$ cat src/rtl/cv32e40p_alu_tmr_retry_ctrl.sv
// rtl/cv32e40p_alu_tmr_retry_ctrl.sv - replay sequencer for the triplicated EX-stage ALU
// Define ALU_TMR_FAULT_LOG_EN to add per-source fault counters on src_cnt_o.
module cv32e40p_alu_tmr_retry_ctrl #(
   parameter int MAX_RETRY = 2,
   parameter int CNT_W     = 16
) (
   input  logic               clk,
   input  logic               rst_n,
   input  logic               valid_i,
   input  logic               alu_ready_i,
   input  logic [2:0]         fault_vec_i,
   input  logic               flush_i,
   input  logic               clear_i,
   output logic               alu_enable_o,
   output logic               stall_o,
   output logic               replay_o,
   output logic               fatal_o,
   output logic               err_o,
   output logic [CNT_W-1:0]   fault_cnt_o,
   output logic [2:0]         last_fault_o,
   output logic [3*CNT_W-1:0] src_cnt_o
);

   typedef enum logic [1:0] {S_IDLE, S_REPLAY, S_WAIT} state_t;

   state_t     state_q, state_d;
   logic [2:0] attempt_q, attempt_d;
   logic       cmp, faulty, fatal_set;

   // Clear is applied before the increment so a same-cycle fault reads back as 1.
   function automatic logic [CNT_W-1:0] bump(input logic [CNT_W-1:0] v,
                                             input logic clr, input logic inc);
      logic [CNT_W-1:0] b;
      b = clr ? '0 : v;
      if (inc && (b != '1))
         b = b + CNT_W'(1);
      return b;
   endfunction

   assign cmp          = alu_ready_i && ((state_q == S_IDLE) ? valid_i : (state_q == S_WAIT));
   assign faulty       = cmp && (|fault_vec_i);
   assign alu_enable_o = ((state_q == S_IDLE) && valid_i) || (state_q == S_REPLAY);

   always_comb begin
      state_d   = state_q;
      attempt_d = attempt_q;
      stall_o   = 1'b0;
      fatal_set = 1'b0;
      case (state_q)
         S_IDLE: begin
            if (faulty) begin
               stall_o   = 1'b1;
               attempt_d = 3'd1;
               state_d   = S_REPLAY;
            end
         end
         S_REPLAY: begin
            if (flush_i) begin
               attempt_d = 3'd0;
               state_d   = S_IDLE;
            end else begin
               stall_o = 1'b1;
               state_d = S_WAIT;
            end
         end
         S_WAIT: begin
            if (flush_i) begin
               attempt_d = 3'd0;
               state_d   = S_IDLE;
            end else if (!cmp) begin
               stall_o = 1'b1;
            end else if (!faulty) begin
               attempt_d = 3'd0;
               state_d   = S_IDLE;
            end else if (attempt_q < 3'(MAX_RETRY)) begin
               stall_o   = 1'b1;
               attempt_d = attempt_q + 3'd1;
               state_d   = S_REPLAY;
            end else begin
               // Out of retries: the voted result is accepted and the pipe released.
               fatal_set = 1'b1;
               attempt_d = 3'd0;
               state_d   = S_IDLE;
            end
         end
         default: begin
            attempt_d = 3'd0;
            state_d   = S_IDLE;
         end
      endcase
   end

   always_ff @(posedge clk) begin
      if (!rst_n) begin
         state_q      <= S_IDLE;
         attempt_q    <= 3'd0;
         replay_o     <= 1'b0;
         fatal_o      <= 1'b0;
         err_o        <= 1'b0;
         fault_cnt_o  <= '0;
         last_fault_o <= 3'd0;
      end else begin
         state_q     <= state_d;
         attempt_q   <= attempt_d;
         replay_o    <= (state_d == S_REPLAY);
         fatal_o     <= fatal_set;
         err_o       <= clear_i ? 1'b0 : (err_o | fatal_set);
         fault_cnt_o <= bump(fault_cnt_o, clear_i, faulty);
         if (faulty)
            last_fault_o <= fault_vec_i;
      end
   end

`ifdef ALU_TMR_FAULT_LOG_EN
   logic [CNT_W-1:0] src_q [3];

   for (genvar k = 0; k < 3; k++) begin : g_src
      always_ff @(posedge clk) begin
         if (!rst_n)
            src_q[k] <= '0;
         else
            src_q[k] <= bump(src_q[k], clear_i, faulty && fault_vec_i[k]);
      end
   end

   assign src_cnt_o = {src_q[2], src_q[1], src_q[0]};
`else
   assign src_cnt_o = '0;
`endif

endmodule

$ cat config.mk
export PLATFORM = sky130hd
export DESIGN_NAME = cv32e40p_alu_tmr_retry_ctrl
export DESIGN_NICKNAME = d
export VERILOG_FILES = /design/src/rtl/cv32e40p_alu_tmr_retry_ctrl.sv
export SDC_FILE = /design/constraint.sdc
export NUM_CORES = 1
export LEC_CHECK = 0
export BUFFER_PORTS_ARGS = -buffer_cell sky130_fd_sc_hd__buf_2
export CAP_MARGIN = 20
export CORE_MARGIN = 2
export CORE_UTILIZATION = 25
export CTS_BUF_LIST = sky130_fd_sc_hd__clkbuf_16
export DETAILED_ROUTE_END_ITERATION = 16
export GPL_ROUTABILITY_DRIVEN = 0
export PLACE_DENSITY = 0.6
export RECOVER_POWER = 50
export SYNTH_ARGS = -nofsm -noshare
export SYNTH_HDL_FRONTEND = slang
export SYNTH_SLANG_ARGS = --single-unit
export TNS_END_PERCENT = 5
$ cat constraint.sdc
create_clock -name clk -period 2.13 [get_ports clk]
set_input_delay 0.213 -clock clk [delete_from_list [all_inputs] [get_ports clk]]
set_output_delay 0.213 -clock clk [all_outputs]
set_load 0.03 [all_outputs]
* Word level (Yosys, flattened, before mapping) *
Cells that the tools add are included.
W data, S select, Z words.

operators by class
  $add $sub $neg = 2
  reduce and logical (&&, ||, !) cells = 9
  bitwise logic cells = 2
  eq/ne operators = 7
  multiplexer cells = 29
  $lt $le $gt $ge = 1

operators with widths
  cell                     number
  $mux W16                 2
  $mux W3                  6
  $add A16 B1 Y16 const B  1
  $ne A16 B16 Y1 const B   1
  $mux W1                  14
  $pmux W3 S3              1
  $mux W2                  4
  $pmux W2 S3              1
  $eq A2 B1 Y1 const B     2
  $logic_and A1 B1 Y1      4
  $ne A2 B2 Y1 const B     2
  $add A3 B1 Y3 const B    1
  $lt A3 B2 Y1 const B     1
  $ne A3 B3 Y1 const B     1
  $pmux W1 S3              1
  $reduce_and A3 Y1        1
  $reduce_or A3 Y1         1
  $eq A2 B2 Y1 const B     1
  $logic_not A2 Y1         1
  $reduce_or A2 Y1         1
  $logic_or A1 B1 Y1       1
  $not A1 Y1               1
  $or A1 B1 Y1             1

word-level totals
  input port bits = 9
  output and inout bits = 72
  flip-flop bits (word level) = 27
  word-level logic and storage cells = 57

* Logic depth before layout (Yosys ltp) *
  word-level depth = 9
  depth in mapped cells = 8

* Worst setup path before layout *
Ideal clock, no wire load.

  path kind = reg2reg
  start = register fault_cnt_o[0]
  end = register fault_cnt_o[0]
  data required time = 2015 ps
  path slack = 306 ps
  cell stages (with the launch flop) = 7
  data arrival time = 1709 ps
  cell sequence = dfxtp_1 -> nor2b_1 -> ha_1 -> nand4_2 -> o21ai_2 -> xnor2_1 -> and2_1

on the way
  longest elaborated chain between the ends = 4

RTL lines
  element                                                  line  text
  start, declared                                          19    output logic [CNT_W-1:0] fault_cnt_o,
  start signal, assigned                                   108   fault_cnt_o <= bump(fault_cnt_o, clear_i, faulty);
  $mux W16 (*)                                             34    b = clr ? '0 : v;
  branches (longest 2 deep; another with $add A16 B1 Y16)  --
  $mux W16 (*)                                             35    if (inc && (b != '1))

Every way passes the cells marked *.
A chain may end at the register's enable or synchronous reset.

* Worst setup path after layout *
  start = register state_q[1]
  end = output stall_o

on the way
  longest elaborated chain between the ends = 8

RTL lines
  element                                                  line    text
  start, declared                                          26      state_t state_q, state_d;
  start signal, assigned                                   103     state_q <= state_d;
  $eq A2 B2 Y1 / $logic_not A2 Y1 (equally long branches)  40, 49
  $mux W1                                                  40      assign cmp = alu_ready_i && ((state_q == S_IDLE) ? valid_i : (state_q == S_WAIT));
  $logic_and A1 B1 Y1                                      40
  $logic_and A1 B1 Y1                                      41      assign faulty = cmp && (|fault_vec_i);
  $mux W1                                                  72      end else if (!faulty) begin
  $mux W1                                                  70      end else if (!cmp) begin
  $mux W1                                                  67      if (flush_i) begin
  $pmux W1 S3 (*)                                          49      case (state_q)
  end, declared                                            15      output logic stall_o,

Every way passes the cells marked *; elsewhere a longest branch is shown, timed or not.

==> summary.txt <==
Worst-path fanout max: 13
Sequential-to-total area share from yosys stat: 30.6%
Minimum clock period: 1.97 ns
NetSw: 355 uW
Synth Flop Type: dfxtp_1
Crit path buffers/inverters: 1
Fraction of layout cells with a size suffix above 1: 10.8%
Antenna-violating nets left: 0
Crit path launch type: register
Postcts setup bufs: 0
Clock skew: 0.00313 ns
Crit path max-delay family: simple AND/OR/NAND/NOR gates
DR WL/cell: 10.7 um
CTS max path bufs: 2
Grt ovf: 0
CTS tree: done
Synth top area share: 30.6%
Final Power: 1150 uW
WS Path Type: register to output pin
Core Util, Final: 27.7%
CP max stage delay: 0.45 ns
Core area: 6830 um2
Row count: 30
Logic pwr share: 17.4%
Post-CTS Resized: 0
Clock network power share: 37.6%
CP Cell Sequence: or2_0 > and3_2 > a21oi_1 > o32ai_1 > buf_2
Drt pass-1 iters: 4
Fin Setup TNS: 0 ns
Vias per inst: 4.15
Clock sinks: 27
Antenna violations before repair: 0
Period utilization: 92.4%
Avg Inst Size Synth: 8.74 um2
Crit-path slowest cell: dfxtp_1
Syn Std Cell Area: 1770 um2
Number of buffers added on ports: 32
Post-Layout Cell Count: 328
Final Setup Violations: 0
Mapped Cells: 202
WP data required: 1.92 ns
Hold Path Class: input pin to register
Chip Height: 88.0 um
Synthesis-to-finish area growth: 7.02%
Num ports: 81
Largest net degree at the start of global routing: 20
Sequential share of power: 45.0%
Pwr dens: 611 nW/um2
Net Sw Frac: 30.8%
Yosys cell types: 45
EDFF count, synth: 0
Pint: 798 uW
Final HPWL DP: 2690 um
Synth area leader: dfxtp_1
Initial drt markers: 56
Post-synth ARST share: 0%
Routed vias: 1360
Vias in the first global route: 1150
Reg2Reg Setup Slack: 0.22 ns
Initial Utilization: 25.8%
Setup crit end kind: output pin
Final nets: 244
Top post-synthesis cells by area: dfxtp_1, buf_4, nor2b_1
Peak VDD IR: 0.296 mV
Post-CTS Hold Buffers: 0
DIE WIDTH: 88.0 um
Final hold vios: 0
Antenna Cells: 0
Outcome: complete, no violations
Slew Limit Fails: 0
DIE AREA: 7750 um2
CP Data Arrival Time: 1.76 ns
Worst-skew pair later-pin latency: 0.26 ns
Detailed Route WL: 3520 um
Hold_ws: 0.233 ns
Root buffer cell: clkbuf_16
DR DRC count: 0
GRT Total Usage: 8.96%
Placed cells: 324
Max-cap violations: 0
First-pass GRT wire length: 5390 um
RSZ-0062 raised after global routing: no
Clock slew seen by the registers of the worst setup and hold paths: 0.07 ns
FF+latch count, synth: 27
CTS Buf Count: 3
CTS HTree Levels: 1
Leak Pwr: 0.000772 uW
Synth warn: 0
Maximum achievable frequency: 508 MHz
[cell type report]
class	count	area, um2
fill	773	4940
multi-input combinational	166	995
sequential	27	541
timing repair buffer	34	148
tap	96	120
clock buffer	3	75.1
clock inverter	1	7.51
inverter	1	3.75
[sequential cells by signal, indices dropped and copies added (netlist names)]
register      count
fault_cnt_o      16
attempt_q         3
last_fault_o      3
state_q           2
err_o             1
fatal_o           1
replay_o          1
[through the flow]
step	instance area [um2]	setup slack, ns
6_report	1890	0.162
5_1_grt	1890	0.0397
4_1_cts	1920	0.00173
3_5_place_dp	1830	0.176
3_3_place_gp	1830	0.166
2_1_floorplan	1940	0.306
[worst register-to-register path, cell delays in order, from the launching register on]
cell and delay, ns:
dfxtp_1 0.37, nor2b_1 0.24, ha_1 0.29, nand4_2 0.26, o21ai_2 0.40, xnor2_1 0.09
and2_1 0.16
[logic make-up after synthesis]
kind of cell / share of synthesized area (%)
mux: 0.638
fa+ha+maj: 1.98
flops: 30.6
compound gates: 13.1
other cells: 0.212
simple gates: 25.9
xor+xnor: 4.47
buf+inv: 23.1
[routing by layer]
metal	vias up	wire [um]	global-route usage [%]	share of wire [%]
met5	-	0	0	0
met4	0	24	1.65	0.68
met3	4	308	3.58	8.8
met2	51	1480	13.4	42
met1	624	1710	12.3	49
li1	681	-	-	-
[cells in the final DEF, fill, tap and decap left out, types with 2 or more instances in the layout]
cell type  instances
clkbuf_1          22
and2_1             9
nor3_1             2
o2111ai_1          4
nor2b_1           10
or3_1              4
o32ai_1            2
nand2_1            5
xnor2_1            7
nand2b_1           2
and4_1             2
clkbuf_16          3
buf_4              2
nor2_1            11
a21oi_1            8
dfxtp_1           27
buf_2             10
or4_1              3
o21ai_0            5
and3_1             4
a22oi_1            3
a32oi_1            2
ha_1               2
o31ai_1            3
nand3_1            4
xor2_1             2
nand4_1            3
o211a_1            2
and4b_1            2
a21boi_0           2
conb_1            48
nor4_1             2
[power groups by stage]
| stage | Clock (uW) | Sequential, uW | Combinational, uW |
|---|---|---|---|
| after global placement | 0 | 530 | 200 |
| after floorplan | 0 | 537 | 235 |
| final | 434 | 519 | 201 |
| after detailed placement | 0 | 530 | 202 |
| after global routing | 472 | 520 | 218 |
| after CTS | 457 | 519 | 202 |
[synth_stat cells, types with 3 or more instances]
cell,n
a22oi_1,3
buf_4,50
dfxtp_1,27
or4_1,3
o31ai_1,3
nor2b_1,10
and3_1,5
xnor2_1,7
and2_1,9
o2111ai_1,4
nand2_1,5
nand4_1,3
nand3_1,4
or3_1,4
a21oi_1,8
nor2_1,11
o21ai_0,5
[worst paths after layout]
kind / endpoint / from / cells past startpoint
setup / recovery: stall_o / state_q[1] / 5
hold / removal: last_fault_o[0] / fault_vec_i[0] / 3
setup reg to reg: fault_cnt_o[0] / fault_cnt_o[0] / 6
hold reg to reg: fault_cnt_o[13] / fault_cnt_o[13] / 2
(Power assumes the default switching activity.)
